==> config.mk <==
export PLATFORM = sky130hd
export DESIGN_NAME = llc_snoop_responder_flat
export DESIGN_NICKNAME = d
export VERILOG_FILES = /design/src/rtl/llc_snoop_responder_pkg.sv /design/src/rtl/llc_snoop_responder_if.sv /design/src/rtl/llc_snoop_responder_way_match.sv /design/src/rtl/llc_snoop_responder.sv /design/src/flat_wrapper.sv
export SDC_FILE = /design/constraint.sdc
export NUM_CORES = 1
export LEC_CHECK = 0
export BUFFER_PORTS_ARGS = -buffer_cell sky130_fd_sc_hd__buf_2
export CAP_MARGIN = 20
export CORE_UTILIZATION = 35
export CTS_CLUSTER_SIZE = 30
export DETAILED_ROUTE_END_ITERATION = 16
export PLACE_DENSITY = 0.63
export SLEW_MARGIN = 20
export SYNTH_ARGS = -nofsm -noshare
export SYNTH_HDL_FRONTEND = slang
export SYNTH_SLANG_ARGS = --single-unit
==> constraint.sdc <==
create_clock -name clk -period 6.2 [get_ports clk]
set_input_delay 0.62 -clock clk [delete_from_list [all_inputs] [get_ports clk]]
set_output_delay 0.62 -clock clk [all_outputs]
set_load 0.005 [all_outputs]
==> src/rtl/llc_snoop_responder_pkg.sv <==
// Shared types for the LLC snoop responder: geometry, protocol enums and the
// snoop action table that maps (op, old MESI) to result, new MESI and follow-ups.
package llc_snoop_responder_pkg;

    localparam int ADDR_SIZE   = 32;
    localparam int LINE_SIZE   = 64;
    localparam int N_WAY       = 16;
    localparam int NUM_SETS    = 16384;
    localparam int OFFSET_SIZE = $clog2(LINE_SIZE);
    localparam int INDEX_SIZE  = $clog2(NUM_SETS);
    localparam int TAG_SIZE    = ADDR_SIZE - INDEX_SIZE - OFFSET_SIZE;
    localparam int WAY_W       = $clog2(N_WAY);
    localparam int LINE_ST_W   = 2 + TAG_SIZE;

    typedef enum logic [1:0] {
        MESI_I = 2'd0,
        MESI_S = 2'd1,
        MESI_E = 2'd2,
        MESI_M = 2'd3
    } mesi_e;

    typedef enum logic [1:0] {
        OP_READ       = 2'd0,
        OP_WRITE      = 2'd1,
        OP_INVALIDATE = 2'd2,
        OP_RWIM       = 2'd3
    } snoop_op_e;

    typedef enum logic [1:0] {
        RSLT_HIT   = 2'd0,
        RSLT_HITM  = 2'd1,
        RSLT_NOHIT = 2'd2
    } snoop_rslt_e;

    typedef enum logic [1:0] {
        L1_GETLINE        = 2'd0,
        L1_INVALIDATELINE = 2'd1,
        L1_EVICTLINE      = 2'd2
    } l1_msg_e;

    typedef struct packed {
        mesi_e                mesi;
        logic [TAG_SIZE-1:0]  tag;
    } line_st_t;

    // Follow-up mask bits, issued in this order: GET, then WB, then INV.
    localparam logic [2:0] FU_GET = 3'b001;
    localparam logic [2:0] FU_WB  = 3'b010;
    localparam logic [2:0] FU_INV = 3'b100;

    typedef struct packed {
        mesi_e        new_mesi;
        snoop_rslt_e  rslt;
        logic         upd;
        logic         err;
        logic [2:0]   fu;
    } snp_act_t;

    // A miss is presented as old == MESI_I.
    function automatic snp_act_t next_mesi(snoop_op_e op, mesi_e old);
        snp_act_t a;
        a.new_mesi = old;
        a.rslt     = RSLT_NOHIT;
        a.upd      = 1'b0;
        a.err      = 1'b0;
        a.fu       = 3'b000;
        case (op)
            OP_READ: begin
                if (old == MESI_M) begin
                    a.rslt     = RSLT_HITM;
                    a.new_mesi = MESI_S;
                    a.fu       = FU_GET | FU_WB;
                end else if (old != MESI_I) begin
                    a.rslt     = RSLT_HIT;
                    a.new_mesi = MESI_S;
                end
            end
            OP_WRITE: a.err = (old != MESI_I);
            OP_INVALIDATE: begin
                if (old == MESI_S) begin
                    a.rslt     = RSLT_HIT;
                    a.new_mesi = MESI_I;
                    a.fu       = FU_INV;
                end else if (old != MESI_I) begin
                    a.err = 1'b1;
                end
            end
            default: begin
                if (old == MESI_M) begin
                    a.rslt     = RSLT_HITM;
                    a.new_mesi = MESI_I;
                    a.fu       = FU_GET | FU_WB | FU_INV;
                end else if (old != MESI_I) begin
                    a.rslt     = RSLT_HIT;
                    a.new_mesi = MESI_I;
                    a.fu       = FU_INV;
                end
            end
        endcase
        a.upd = (a.new_mesi != old);
        return a;
    endfunction

endpackage

==> src/rtl/llc_snoop_responder_if.sv <==
// Snoop request/result, tag-array, L1 message and writeback signals of the
// snoop responder; slave is the responder, master is its environment.
interface llc_snoop_responder_if;
    import llc_snoop_responder_pkg::*;

    logic                      snp_valid;
    logic                      snp_ready;
    snoop_op_e                 snp_op;
    logic [ADDR_SIZE-1:0]      snp_addr;
    logic                      arr_rd_en;
    logic [INDEX_SIZE-1:0]     arr_rd_idx;
    logic [N_WAY*LINE_ST_W-1:0] arr_rd_ways;
    logic                      arr_wr_en;
    logic [INDEX_SIZE-1:0]     arr_wr_idx;
    logic [WAY_W-1:0]          arr_wr_way;
    mesi_e                     arr_wr_mesi;
    logic                      snp_rslt_valid;
    snoop_rslt_e               snp_rslt;
    logic                      l1_msg_valid;
    l1_msg_e                   l1_msg;
    logic [ADDR_SIZE-1:0]      l1_msg_addr;
    logic                      l1_msg_ready;
    logic                      wb_valid;
    logic [ADDR_SIZE-1:0]      wb_addr;
    logic                      wb_ready;
    logic                      proto_err;

    modport slave (
        input  snp_valid, snp_op, snp_addr, arr_rd_ways, l1_msg_ready, wb_ready,
        output snp_ready, arr_rd_en, arr_rd_idx, arr_wr_en, arr_wr_idx, arr_wr_way,
               arr_wr_mesi, snp_rslt_valid, snp_rslt, l1_msg_valid, l1_msg,
               l1_msg_addr, wb_valid, wb_addr, proto_err
    );

    modport master (
        output snp_valid, snp_op, snp_addr, arr_rd_ways, l1_msg_ready, wb_ready,
        input  snp_ready, arr_rd_en, arr_rd_idx, arr_wr_en, arr_wr_idx, arr_wr_way,
               arr_wr_mesi, snp_rslt_valid, snp_rslt, l1_msg_valid, l1_msg,
               l1_msg_addr, wb_valid, wb_addr, proto_err
    );

endinterface

==> src/rtl/llc_snoop_responder_way_match.sv <==
// Tag compare across all ways of one set; the lowest valid matching way wins.
module llc_snoop_responder_way_match
    import llc_snoop_responder_pkg::*;
(
    input  logic [N_WAY*LINE_ST_W-1:0] ways,
    input  logic [TAG_SIZE-1:0]        tag,
    output logic                       hit,
    output logic [WAY_W-1:0]           way,
    output mesi_e                      mesi
);

    line_st_t [N_WAY-1:0] lines;
    assign lines = ways;

    // Scan high to low so the last assignment is the lowest hitting way.
    always_comb begin
        hit  = 1'b0;
        way  = '0;
        mesi = MESI_I;
        for (int w = N_WAY - 1; w >= 0; w--) begin
            if (lines[w].mesi != MESI_I && lines[w].tag == tag) begin
                hit  = 1'b1;
                way  = WAY_W'(w);
                mesi = lines[w].mesi;
            end
        end
    end

endmodule

==> src/rtl/llc_snoop_responder.sv <==
// LLC snoop responder: look up one snooped op, report HIT/HITM/NOHIT, update
// MESI, then run any L1 messages and writeback before taking the next snoop.
//
//   state     | meaning
//   ----------+--------------------------------------------------
//   ST_IDLE   | ready for a snoop; accept issues the tag read
//   ST_LOOKUP | tag array data valid, compare and pick the action
//   ST_RESP   | result pulse and MESI write are on the outputs
//   ST_L1_GET | GETLINE to L1, wait for l1_msg_ready
//   ST_WB     | dirty line writeback, wait for wb_ready
//   ST_L1_INV | INVALIDATELINE to L1, wait for l1_msg_ready
module llc_snoop_responder
    import llc_snoop_responder_pkg::*;
(
    input  logic                 clk,
    input  logic                 rst_n,
    llc_snoop_responder_if.slave bus
);

    typedef enum logic [2:0] {
        ST_IDLE, ST_LOOKUP, ST_RESP, ST_L1_GET, ST_WB, ST_L1_INV
    } state_e;

    state_e                              state;
    state_e                              nxt;
    snoop_op_e                           op_q;
    logic [ADDR_SIZE-OFFSET_SIZE-1:0]    line_q;
    logic [2:0]                          fu_q;
    logic                                accept;
    logic                                m_hit;
    logic [WAY_W-1:0]                    m_way;
    mesi_e                               m_mesi;
    snp_act_t                            act_now;
    logic [ADDR_SIZE-1:0]                line_addr;

    assign accept         = bus.snp_valid && bus.snp_ready;
    assign bus.arr_rd_en  = accept;
    assign bus.arr_rd_idx = bus.snp_addr[OFFSET_SIZE +: INDEX_SIZE];
    assign line_addr      = {line_q, {OFFSET_SIZE{1'b0}}};

    llc_snoop_responder_way_match u_way_match (
        .ways (bus.arr_rd_ways),
        .tag  (line_q[ADDR_SIZE-OFFSET_SIZE-1 -: TAG_SIZE]),
        .hit  (m_hit),
        .way  (m_way),
        .mesi (m_mesi)
    );

    assign act_now = next_mesi(op_q, m_hit ? m_mesi : MESI_I);

    function automatic state_e follow(logic [2:0] fu);
        state_e s;
        if ((fu & FU_GET) != 3'b000)      s = ST_L1_GET;
        else if ((fu & FU_WB) != 3'b000)  s = ST_WB;
        else if ((fu & FU_INV) != 3'b000) s = ST_L1_INV;
        else                              s = ST_IDLE;
        return s;
    endfunction

    always_comb begin
        nxt = state;
        case (state)
            ST_IDLE:   if (accept) nxt = ST_LOOKUP;
            ST_LOOKUP: nxt = ST_RESP;
            ST_RESP:   nxt = follow(fu_q);
            ST_L1_GET: if (bus.l1_msg_ready) nxt = follow(fu_q & (FU_WB | FU_INV));
            ST_WB:     if (bus.wb_ready) nxt = follow(fu_q & FU_INV);
            ST_L1_INV: if (bus.l1_msg_ready) nxt = ST_IDLE;
            default:   nxt = ST_IDLE;
        endcase
    end

    // Outputs are registered as a function of the state being entered.
    always_ff @(posedge clk or negedge rst_n) begin
        if (!rst_n) begin
            state              <= ST_IDLE;
            op_q               <= OP_READ;
            line_q             <= '0;
            fu_q               <= 3'b000;
            bus.snp_ready      <= 1'b1;
            bus.snp_rslt_valid <= 1'b0;
            bus.snp_rslt       <= RSLT_HIT;
            bus.arr_wr_en      <= 1'b0;
            bus.arr_wr_idx     <= '0;
            bus.arr_wr_way     <= '0;
            bus.arr_wr_mesi    <= MESI_I;
            bus.proto_err      <= 1'b0;
            bus.l1_msg_valid   <= 1'b0;
            bus.l1_msg         <= L1_GETLINE;
            bus.l1_msg_addr    <= '0;
            bus.wb_valid       <= 1'b0;
            bus.wb_addr        <= '0;
        end else begin
            state <= nxt;
            if (accept) begin
                op_q   <= bus.snp_op;
                line_q <= bus.snp_addr[ADDR_SIZE-1:OFFSET_SIZE];
            end
            if (state == ST_LOOKUP) fu_q <= act_now.fu;
            bus.snp_ready      <= (nxt == ST_IDLE);
            bus.snp_rslt_valid <= (nxt == ST_RESP);
            bus.snp_rslt       <= (nxt == ST_RESP) ? act_now.rslt : RSLT_HIT;
            bus.arr_wr_en      <= (nxt == ST_RESP) && act_now.upd;
            bus.proto_err      <= (nxt == ST_RESP) && act_now.err;
            if (nxt == ST_RESP) begin
                bus.arr_wr_idx  <= line_q[INDEX_SIZE-1:0];
                bus.arr_wr_way  <= m_way;
                bus.arr_wr_mesi <= act_now.new_mesi;
            end
            bus.l1_msg_valid <= (nxt == ST_L1_GET) || (nxt == ST_L1_INV);
            bus.l1_msg       <= (nxt == ST_L1_INV) ? L1_INVALIDATELINE : L1_GETLINE;
            bus.l1_msg_addr  <= line_addr;
            bus.wb_valid     <= (nxt == ST_WB);
            bus.wb_addr      <= line_addr;
        end
    end

endmodule

==> src/flat_wrapper.sv <==
// flat-port wrapper written by rule: the top's interface ports become plain ports
module llc_snoop_responder_flat import llc_snoop_responder_pkg::*;
  (clk, rst_n, bus_snp_valid, bus_snp_op, bus_snp_addr, bus_arr_rd_ways, bus_l1_msg_ready, bus_wb_ready, bus_snp_ready, bus_arr_rd_en, bus_arr_rd_idx, bus_arr_wr_en, bus_arr_wr_idx, bus_arr_wr_way, bus_arr_wr_mesi, bus_snp_rslt_valid, bus_snp_rslt, bus_l1_msg_valid, bus_l1_msg, bus_l1_msg_addr, bus_wb_valid, bus_wb_addr, bus_proto_err);
  llc_snoop_responder_if bus_i ();
  input  logic clk;
  input  logic rst_n;
  input wire logic [$bits(bus_i.snp_valid)-1:0] bus_snp_valid;
  input wire logic [$bits(bus_i.snp_op)-1:0] bus_snp_op;
  input wire logic [$bits(bus_i.snp_addr)-1:0] bus_snp_addr;
  input wire logic [$bits(bus_i.arr_rd_ways)-1:0] bus_arr_rd_ways;
  input wire logic [$bits(bus_i.l1_msg_ready)-1:0] bus_l1_msg_ready;
  input wire logic [$bits(bus_i.wb_ready)-1:0] bus_wb_ready;
  output wire logic [$bits(bus_i.snp_ready)-1:0] bus_snp_ready;
  output wire logic [$bits(bus_i.arr_rd_en)-1:0] bus_arr_rd_en;
  output wire logic [$bits(bus_i.arr_rd_idx)-1:0] bus_arr_rd_idx;
  output wire logic [$bits(bus_i.arr_wr_en)-1:0] bus_arr_wr_en;
  output wire logic [$bits(bus_i.arr_wr_idx)-1:0] bus_arr_wr_idx;
  output wire logic [$bits(bus_i.arr_wr_way)-1:0] bus_arr_wr_way;
  output wire logic [$bits(bus_i.arr_wr_mesi)-1:0] bus_arr_wr_mesi;
  output wire logic [$bits(bus_i.snp_rslt_valid)-1:0] bus_snp_rslt_valid;
  output wire logic [$bits(bus_i.snp_rslt)-1:0] bus_snp_rslt;
  output wire logic [$bits(bus_i.l1_msg_valid)-1:0] bus_l1_msg_valid;
  output wire logic [$bits(bus_i.l1_msg)-1:0] bus_l1_msg;
  output wire logic [$bits(bus_i.l1_msg_addr)-1:0] bus_l1_msg_addr;
  output wire logic [$bits(bus_i.wb_valid)-1:0] bus_wb_valid;
  output wire logic [$bits(bus_i.wb_addr)-1:0] bus_wb_addr;
  output wire logic [$bits(bus_i.proto_err)-1:0] bus_proto_err;
  assign bus_i.snp_valid = bus_snp_valid;
  assign bus_i.snp_op = bus_snp_op;
  assign bus_i.snp_addr = bus_snp_addr;
  assign bus_i.arr_rd_ways = bus_arr_rd_ways;
  assign bus_i.l1_msg_ready = bus_l1_msg_ready;
  assign bus_i.wb_ready = bus_wb_ready;
  assign bus_snp_ready = bus_i.snp_ready;
  assign bus_arr_rd_en = bus_i.arr_rd_en;
  assign bus_arr_rd_idx = bus_i.arr_rd_idx;
  assign bus_arr_wr_en = bus_i.arr_wr_en;
  assign bus_arr_wr_idx = bus_i.arr_wr_idx;
  assign bus_arr_wr_way = bus_i.arr_wr_way;
  assign bus_arr_wr_mesi = bus_i.arr_wr_mesi;
  assign bus_snp_rslt_valid = bus_i.snp_rslt_valid;
  assign bus_snp_rslt = bus_i.snp_rslt;
  assign bus_l1_msg_valid = bus_i.l1_msg_valid;
  assign bus_l1_msg = bus_i.l1_msg;
  assign bus_l1_msg_addr = bus_i.l1_msg_addr;
  assign bus_wb_valid = bus_i.wb_valid;
  assign bus_wb_addr = bus_i.wb_addr;
  assign bus_proto_err = bus_i.proto_err;
  llc_snoop_responder u_core (.clk(clk), .rst_n(rst_n), .bus(bus_i));
endmodule
# Word-level counts from Yosys, hierarchy flattened
# Cells that the tools add are included.
op_classes:
  n_addsub: 0
  n_reduce_logical: 40
  n_mul: 0
  div_mod_pow: 0
  n_mux: 73
  n_bitwise: 0
  n_eq_ne: 30
  shift: 0
  order_cmp: 0
ops:
  columns: ["cell", "count"]
  rows:
  - ["equality test 12 bit", 16]
  - ["2-to-1 mux 4 bit", 21]
  - ["2-to-1 mux 2 bit", 19]
  - ["nonzero test 2 bit", 17]
  - ["2-to-1 mux 3 bit", 10]
  - ["logical AND 1 bit", 19]
  - ["2-to-1 mux 1 bit", 19]
  - ["case mux 3 bit (6 select lines)", 1]
  - ["equality test 3 x 2 -> 1 bit (second input constant)", 4]
  - ["equality test 3 bit (second input constant)", 4]
  - ["case mux 4 bit (3 select lines)", 1]
  - ["case mux 3 bit (3 select lines)", 1]
  - ["logical NOT 3 bit", 2]
  - ["equality test 2 x 1 -> 1 bit (second input constant)", 2]
  - ["equality test 2 bit (second input constant)", 2]
  - ["equality test 3 x 1 -> 1 bit (second input constant)", 1]
  - ["logical NOT 2 bit", 1]
  - ["!= test 2 bit", 1]
  - ["case mux 1 bit (2 select lines)", 1]
  - ["logical OR 1 bit", 1]
word_totals:
  latch_bits: 0
  wordCells: 159
  rom_bits: 0
  in_bits: 263
  register_bits: 90
  ramBits: 0
  mem_count: 0

# Depth between registers and ports, before layout
logic_depth:
  word_depth: 25
  mapped_depth: 11
  mapped_depth_nobuf: 9

# By module
# From an unflattened synthesis, not the netlist that was laid out.
unflattened:
  hier_cells: 685
  hier_area_um2: 6662.6
modules_own_cells:
  columns: ["mod", "area_each_um2", "seq_area_each_um2", "cells_each", "instances"]
  rows:
  - ["llc_snoop_responder", 3598.5, 2203.4, 300, 1]
  - ["llc_snoop_responder_way_match", 3064.2, 0.0, 385, 1]

# Worst setup path after synthesis
# Ideal clock, no wire load.
synth_timing:
  kind: "input port to flip-flop"
  startpoint: "input bus_arr_rd_ways[92]"
  endpoint: "register u_core.bus.arr_wr_mesi[0] (netlist bit)"
  required_ns: 6.073
  path_stages: 9
  n_path_buf: 0
  setup_slack_ns: 3.389
  arrival_time_ns: 2.685
  path_cell_list: "xor2_1 -> or4_1 -> or4_1 -> a22oi_1 -> nor2_1 -> a21o_1 -> o21a_1 -> a21oi_1 -> o21ai_1"
synth_between:
  elab_chain_len: 14
  elab_cells_between_ends: 26
  classes_between: "3 x eq/ne; 21 x mux; 2 x reduce/logical"
synth_lines:
  columns: ["element", "line", "rtl"]
  rows:
  - ["start, declared", "flat_wrapper.sv:10", "input wire logic [$bits(bus_i.arr_rd_ways)-1:0] bus_arr_rd_ways;"]
  - ["equality test 12 bit (*)", "llc_snoop_responder_way_match.sv:21", "if (lines[w].mesi != MESI_I && lines[w].tag == tag) begin"]
  - ["logical AND 1 bit (*)", "llc_snoop_responder_way_match.sv:21", null]
  - ["2-to-1 mux 2 bit or 2-to-1 mux 1 bit (tied branches) (7 in a row)", "llc_snoop_responder_way_match.sv:21", null]
  - ["2-to-1 mux 2 bit (*)", "llc_snoop_responder.sv:49", "assign act_now = next_mesi(op_q, m_hit ? m_mesi : MESI_I);"]
  - ["nonzero test 2 bit", "llc_snoop_responder_pkg.sv:73, llc_snoop_responder_pkg.sv:93", null]
  - ["2-to-1 mux 4 bit, on equally long branches", "llc_snoop_responder_pkg.sv:93, llc_snoop_responder_pkg.sv:73", null]
  - ["2-to-1 mux 4 bit, on equally long branches", "llc_snoop_responder_pkg.sv:89, llc_snoop_responder_pkg.sv:69", null]
  - ["case mux 4 bit (3 select lines) (*)", "llc_snoop_responder_pkg.sv:67", "case (op)"]
  - ["end signal, assigned", "llc_snoop_responder.sv:108", "bus.arr_wr_mesi <= act_now.new_mesi;"]
  - ["end, declared", "llc_snoop_responder_if.sv:31", "arr_wr_mesi, snp_rslt_valid, snp_rslt, l1_msg_valid, l1_msg,"]
# Every way passes the cells marked *; elsewhere a longest branch is shown, timed or not.
# A chain may end at the register's enable or synchronous reset.

# Worst setup path in the final report
layout_timing:
  startpoint: "register u_core.line_q[17]"
  endpoint: "register u_core.bus.arr_wr_en"
layout_between:
  elab_chain_len: 25
  elab_cells_between_ends: 76
  classes_between: "19 x eq/ne; 39 x mux; 18 x reduce/logical"
layout_lines:
  columns: ["element", "line", "rtl"]
  rows:
  - ["start, declared", "llc_snoop_responder.sv:27", "logic [ADDR_SIZE-OFFSET_SIZE-1:0] line_q;"]
  - ["start signal, assigned", "llc_snoop_responder.sv:97", "line_q <= bus.snp_addr[ADDR_SIZE-1:OFFSET_SIZE];"]
  - ["equality test 12 bit", "llc_snoop_responder_way_match.sv:21", null]
  - ["logical AND 1 bit", "llc_snoop_responder_way_match.sv:21", null]
  - ["2-to-1 mux 2 bit or 2-to-1 mux 1 bit (tied branches) (16 in a row)", "llc_snoop_responder_way_match.sv:21", null]
  - ["2-to-1 mux 2 bit (*)", "llc_snoop_responder.sv:49", null]
  - ["nonzero test 2 bit", "llc_snoop_responder_pkg.sv:73, llc_snoop_responder_pkg.sv:93", null]
  - ["2-to-1 mux 4 bit, on equally long branches", "llc_snoop_responder_pkg.sv:93, llc_snoop_responder_pkg.sv:73", null]
  - ["2-to-1 mux 4 bit, on equally long branches", "llc_snoop_responder_pkg.sv:89, llc_snoop_responder_pkg.sv:69", null]
  - ["case mux 4 bit (3 select lines)", "llc_snoop_responder_pkg.sv:67", null]
  - ["!= test 2 bit (*)", "llc_snoop_responder_pkg.sv:100", "a.upd = (a.new_mesi != old);"]
  - ["logical AND 1 bit (*)", "llc_snoop_responder.sv:103", "bus.arr_wr_en <= (nxt == ST_RESP) && act_now.upd;"]
  - ["end signal, assigned", "llc_snoop_responder.sv:103", null]
  - ["end, declared", "llc_snoop_responder_if.sv:30", "output snp_ready, arr_rd_en, arr_rd_idx, arr_wr_en, arr_wr_idx, arr_wr_way,"]
# Marked as above.

==> summary.md <==
| Metric | Value |
|---|---|
| Status | `complete, no violations` |
| Critical Path RT | `6.41 ns` |
| # IOs | `372` |
| Cell count after synthesis | `811` |
| Die H | `146 µm` |
| Hold slack | `0.348 ns` |
| Worst slack, placed | `2.45 ns` |
| Pin slew with the least headroom to its limit | `0.891 ns` |
| Async set-reset flop share out of synthesis | `1.00` |
| Largest net degree at the start of global routing | `89` |
| Yosys cell types | `68` |
| DP Area | `8860 µm²` |
| Routed via count | `7,013` |
| Die area | `21,200 µm²` |
| Max-cap violations | `0` |
| Gp weighted congestion | `0.895` |
| Post-DP HPWL | `20,400 µm` |
| Rows | `52` |
| Synth Area per Inst | `8.90 µm²` |
| CTS resizes | `0` |
| Pleak | `4.39 nW` |
| Highest routed metal layer | `met4` |
| HP Class | `in -> async` |
| Final Worst Setup Slack | `2.42 ns` |
| Drt first pass iters | `5` |
| First-pass GRT wire length | `38,500 µm` |
| Pwr Total | `3.67 mW` |
| Metal3 WL | `1550 µm` |
| Post-CTS Setup Bufs | `0` |
| Most common flop cell mapped by yosys | `dfrtp_1` |
| All-layer global routing usage | `0.237` |
| CTS hold repair buffers | `0` |
| Achievable clock frequency | `0.265 GHz` |
| Routed length on met2 | `12,100 µm` |
| Synthesis Warnings | `0` |
| Netlist Area Pre-Place | `7220 µm²` |
| Setup violators final | `0` |
| Crit Path Class | `reg -> reg` |
| Vias in the first global route | `6,828` |
| Syn-to-layout area delta | `27.2%` |
| Core area | `20,200 µm²` |
| Metal1 wirelength | `11,200 µm` |
| Post-DRT Antenna Nets | `0` |
| Clock transition at path regs | `0.06 ns` |
| Crit start category | `flip-flop` |
| H-tree depth | `3` |
| Initial antenna violation count | `0` |
| Pwr/cell area | `400 nW/µm²` |
| Layout Nets | `1,381` |
| Sum of negative setup slack | `0 ns` |
| Post-synth EDFFs | `0` |
| GRT overflow | `0` |
| Remaining DRCs | `0` |
| Final Cycle Share | `0.610` |
| CTS Buf Count | `9` |
| WL per Instance | `18.2 µm` |
| RSZ-0062 raised after global routing | `no` |
| Minimum clock period | `3.78 ns` |
| Area share of the largest cell type after synthesis | `0.302` |
| Peak VDD IR | `0.000170 V` |
| Worst skew pair latency | `0.34 ns` |
| Initial DRC Count | `367` |
| CP max FO | `12` |
| Drt via density | `5.05` |
| Starting density of the core | `0.357` |
| Die X-Extent | `146 µm` |
| Register area share after synthesis | `0.305` |
| Hold Fails Final Rpt | `0` |
| CTS tree | `yes` |
| CTS max path bufs | `2` |
| Critical path arrival | `3.99 ns` |
| I/O Buffers | `352` |
| Share of cells above drive strength 1 | `0.380` |
| Largest cells by area after synthesis | `dfrtp_1 30%, xor2_1 17%, buf_4 7.0%` |
| Max Transition Viols Final | `0` |
| Slew HR | `0.406` |
| Post-Route WL | `25,300 µm` |
| Critical path endpoint category | `flip-flop` |
| Clock root cell | `clkbuf_16` |
| Clock skew | `0.00782 ns` |
| Fin area | `9180 µm²` |
| CTS Sinks | `88` |
| Yosys top cell by area | `dfrtp_1` |
| Yosys reg bits | `88` |
## area by class of cell
type,count,area [µm²]
Antenna cell,1,2.50
Timing Repair Buffer,367,1880
Fill cell,2087,11100
Sequential cell,88,2200
Tap cell,270,338
Clock buffer,10,239
Inverter,20,75.1
Clock inverter,6,72.6
Multi-Input combinational cell,628,4370
## cells by family after synthesis
logic type               after synthesis  synth area share
adder cells (fa/ha/maj)                4           0.00693
AO/OA/AOI/OAI                         87            0.0851
AND/OR/NAND/NOR                      305             0.232
flip-flops                            88             0.305
other                                  1          0.000520
XOR/XNOR                             193             0.234
multiplexers                          26            0.0406
buffers and inverters                107            0.0957
## metal layers
metal / global-route usage / vias up
li1: - / 3427
met1: 0.320 / 3267
met2: 0.396 / 285
met3: 0.0376 / 34
met4: 0.0600 / 0
met5: 0 / -
## power breakdown
group,switching (mW),total (mW),internal (mW)
logic,1.22,2.07,0.843
clock network,0.229,0.557,0.328
registers,0.222,1.04,0.822
total,1.67,3.67,1.99
## flip-flops by register name (all words and copies together) (netlist names), 2 cells and up
name,count
u_core.bus.l1_msg_addr,26
u_core.bus.snp_rslt,2
u_core.op_q,2
u_core.fu_q,2
u_core.bus.arr_wr_idx,14
u_core.state,3
u_core.bus.arr_wr_mesi,2
u_core.line_q,26
u_core.bus.arr_wr_way,4
## Yosys cell counts, types with 5 or more instances
| cell type | n |
|---|---|
| xor2_1 | 141 |
| dfrtp_1 | 87 |
| nand2_1 | 80 |
| buf_4 | 67 |
| xnor2_1 | 52 |
| nor4_1 | 51 |
| nor2_1 | 41 |
| nand4_1 | 40 |
| mux2_2 | 26 |
| nor3_1 | 23 |
| inv_1 | 20 |
| o21ai_0 | 18 |
| a21oi_1 | 13 |
| nand3_1 | 11 |
| a31oi_1 | 9 |
| or4_1 | 9 |
| and4_1 | 8 |
| clkbuf_1 | 7 |
| nor2b_1 | 7 |
| buf_2 | 6 |
| o211ai_1 | 6 |
| and3_1 | 5 |
| nand2b_1 | 5 |
## layout by cell type (no fill, tap or decap), drive strengths merged, types with 10 or more instances in the layout
| cell | count |
|---|---|
| a21oi | 13 |
| buf | 367 |
| clkbuf | 10 |
| conb | 13 |
| dfrtp | 87 |
| inv | 23 |
| mux2 | 26 |
| nand2 | 80 |
| nand3 | 11 |
| nand4 | 40 |
| nor2 | 41 |
| nor3 | 23 |
| nor4 | 54 |
| o21ai | 20 |
| or4 | 13 |
| xnor2 | 52 |
| xor2 | 141 |
## path summary, 6_finish.rpt
path	from	endpoint	slack, ns	cells past startpoint
worst min-delay path	rst_n	u_core.line_q[2]	0.35	1
worst max register to register	u_core.line_q[17]	u_core.bus.arr_wr_en	2.42	10
min in group clk	u_core.line_q[25]	u_core.bus.l1_msg_addr[31]	0.38	0
worst max-delay path	u_core.line_q[17]	u_core.bus.arr_wr_en	2.42	10
worst min register to register	u_core.line_q[25]	u_core.bus.l1_msg_addr[31]	0.38	0
max in group asynchronous	rst_n	u_core.bus.l1_msg_addr[21]	5.35	1
## critical path, cell delays in order (launching register included)
cell and delay [ns]:
dfrtp_1 0.93, buf_4 0.32, xor2_1 0.10, nor4_1 0.64
and2_1 0.25, a221oi_1 0.10, o311ai_1 0.36, a211oi_2 0.14
o41ai_2 0.50, o22a_1 0.22, a31oi_1 0.08
## metrics by stage
stage          std cells  utilization
2_1_floorplan        823            -
5_1_grt             1389        0.454
6_report            1390        0.454
4_1_cts             1389        0.453
3_3_place_gp        1373        0.438
3_5_place_dp        1373        0.438
(Power assumes the default switching activity.)
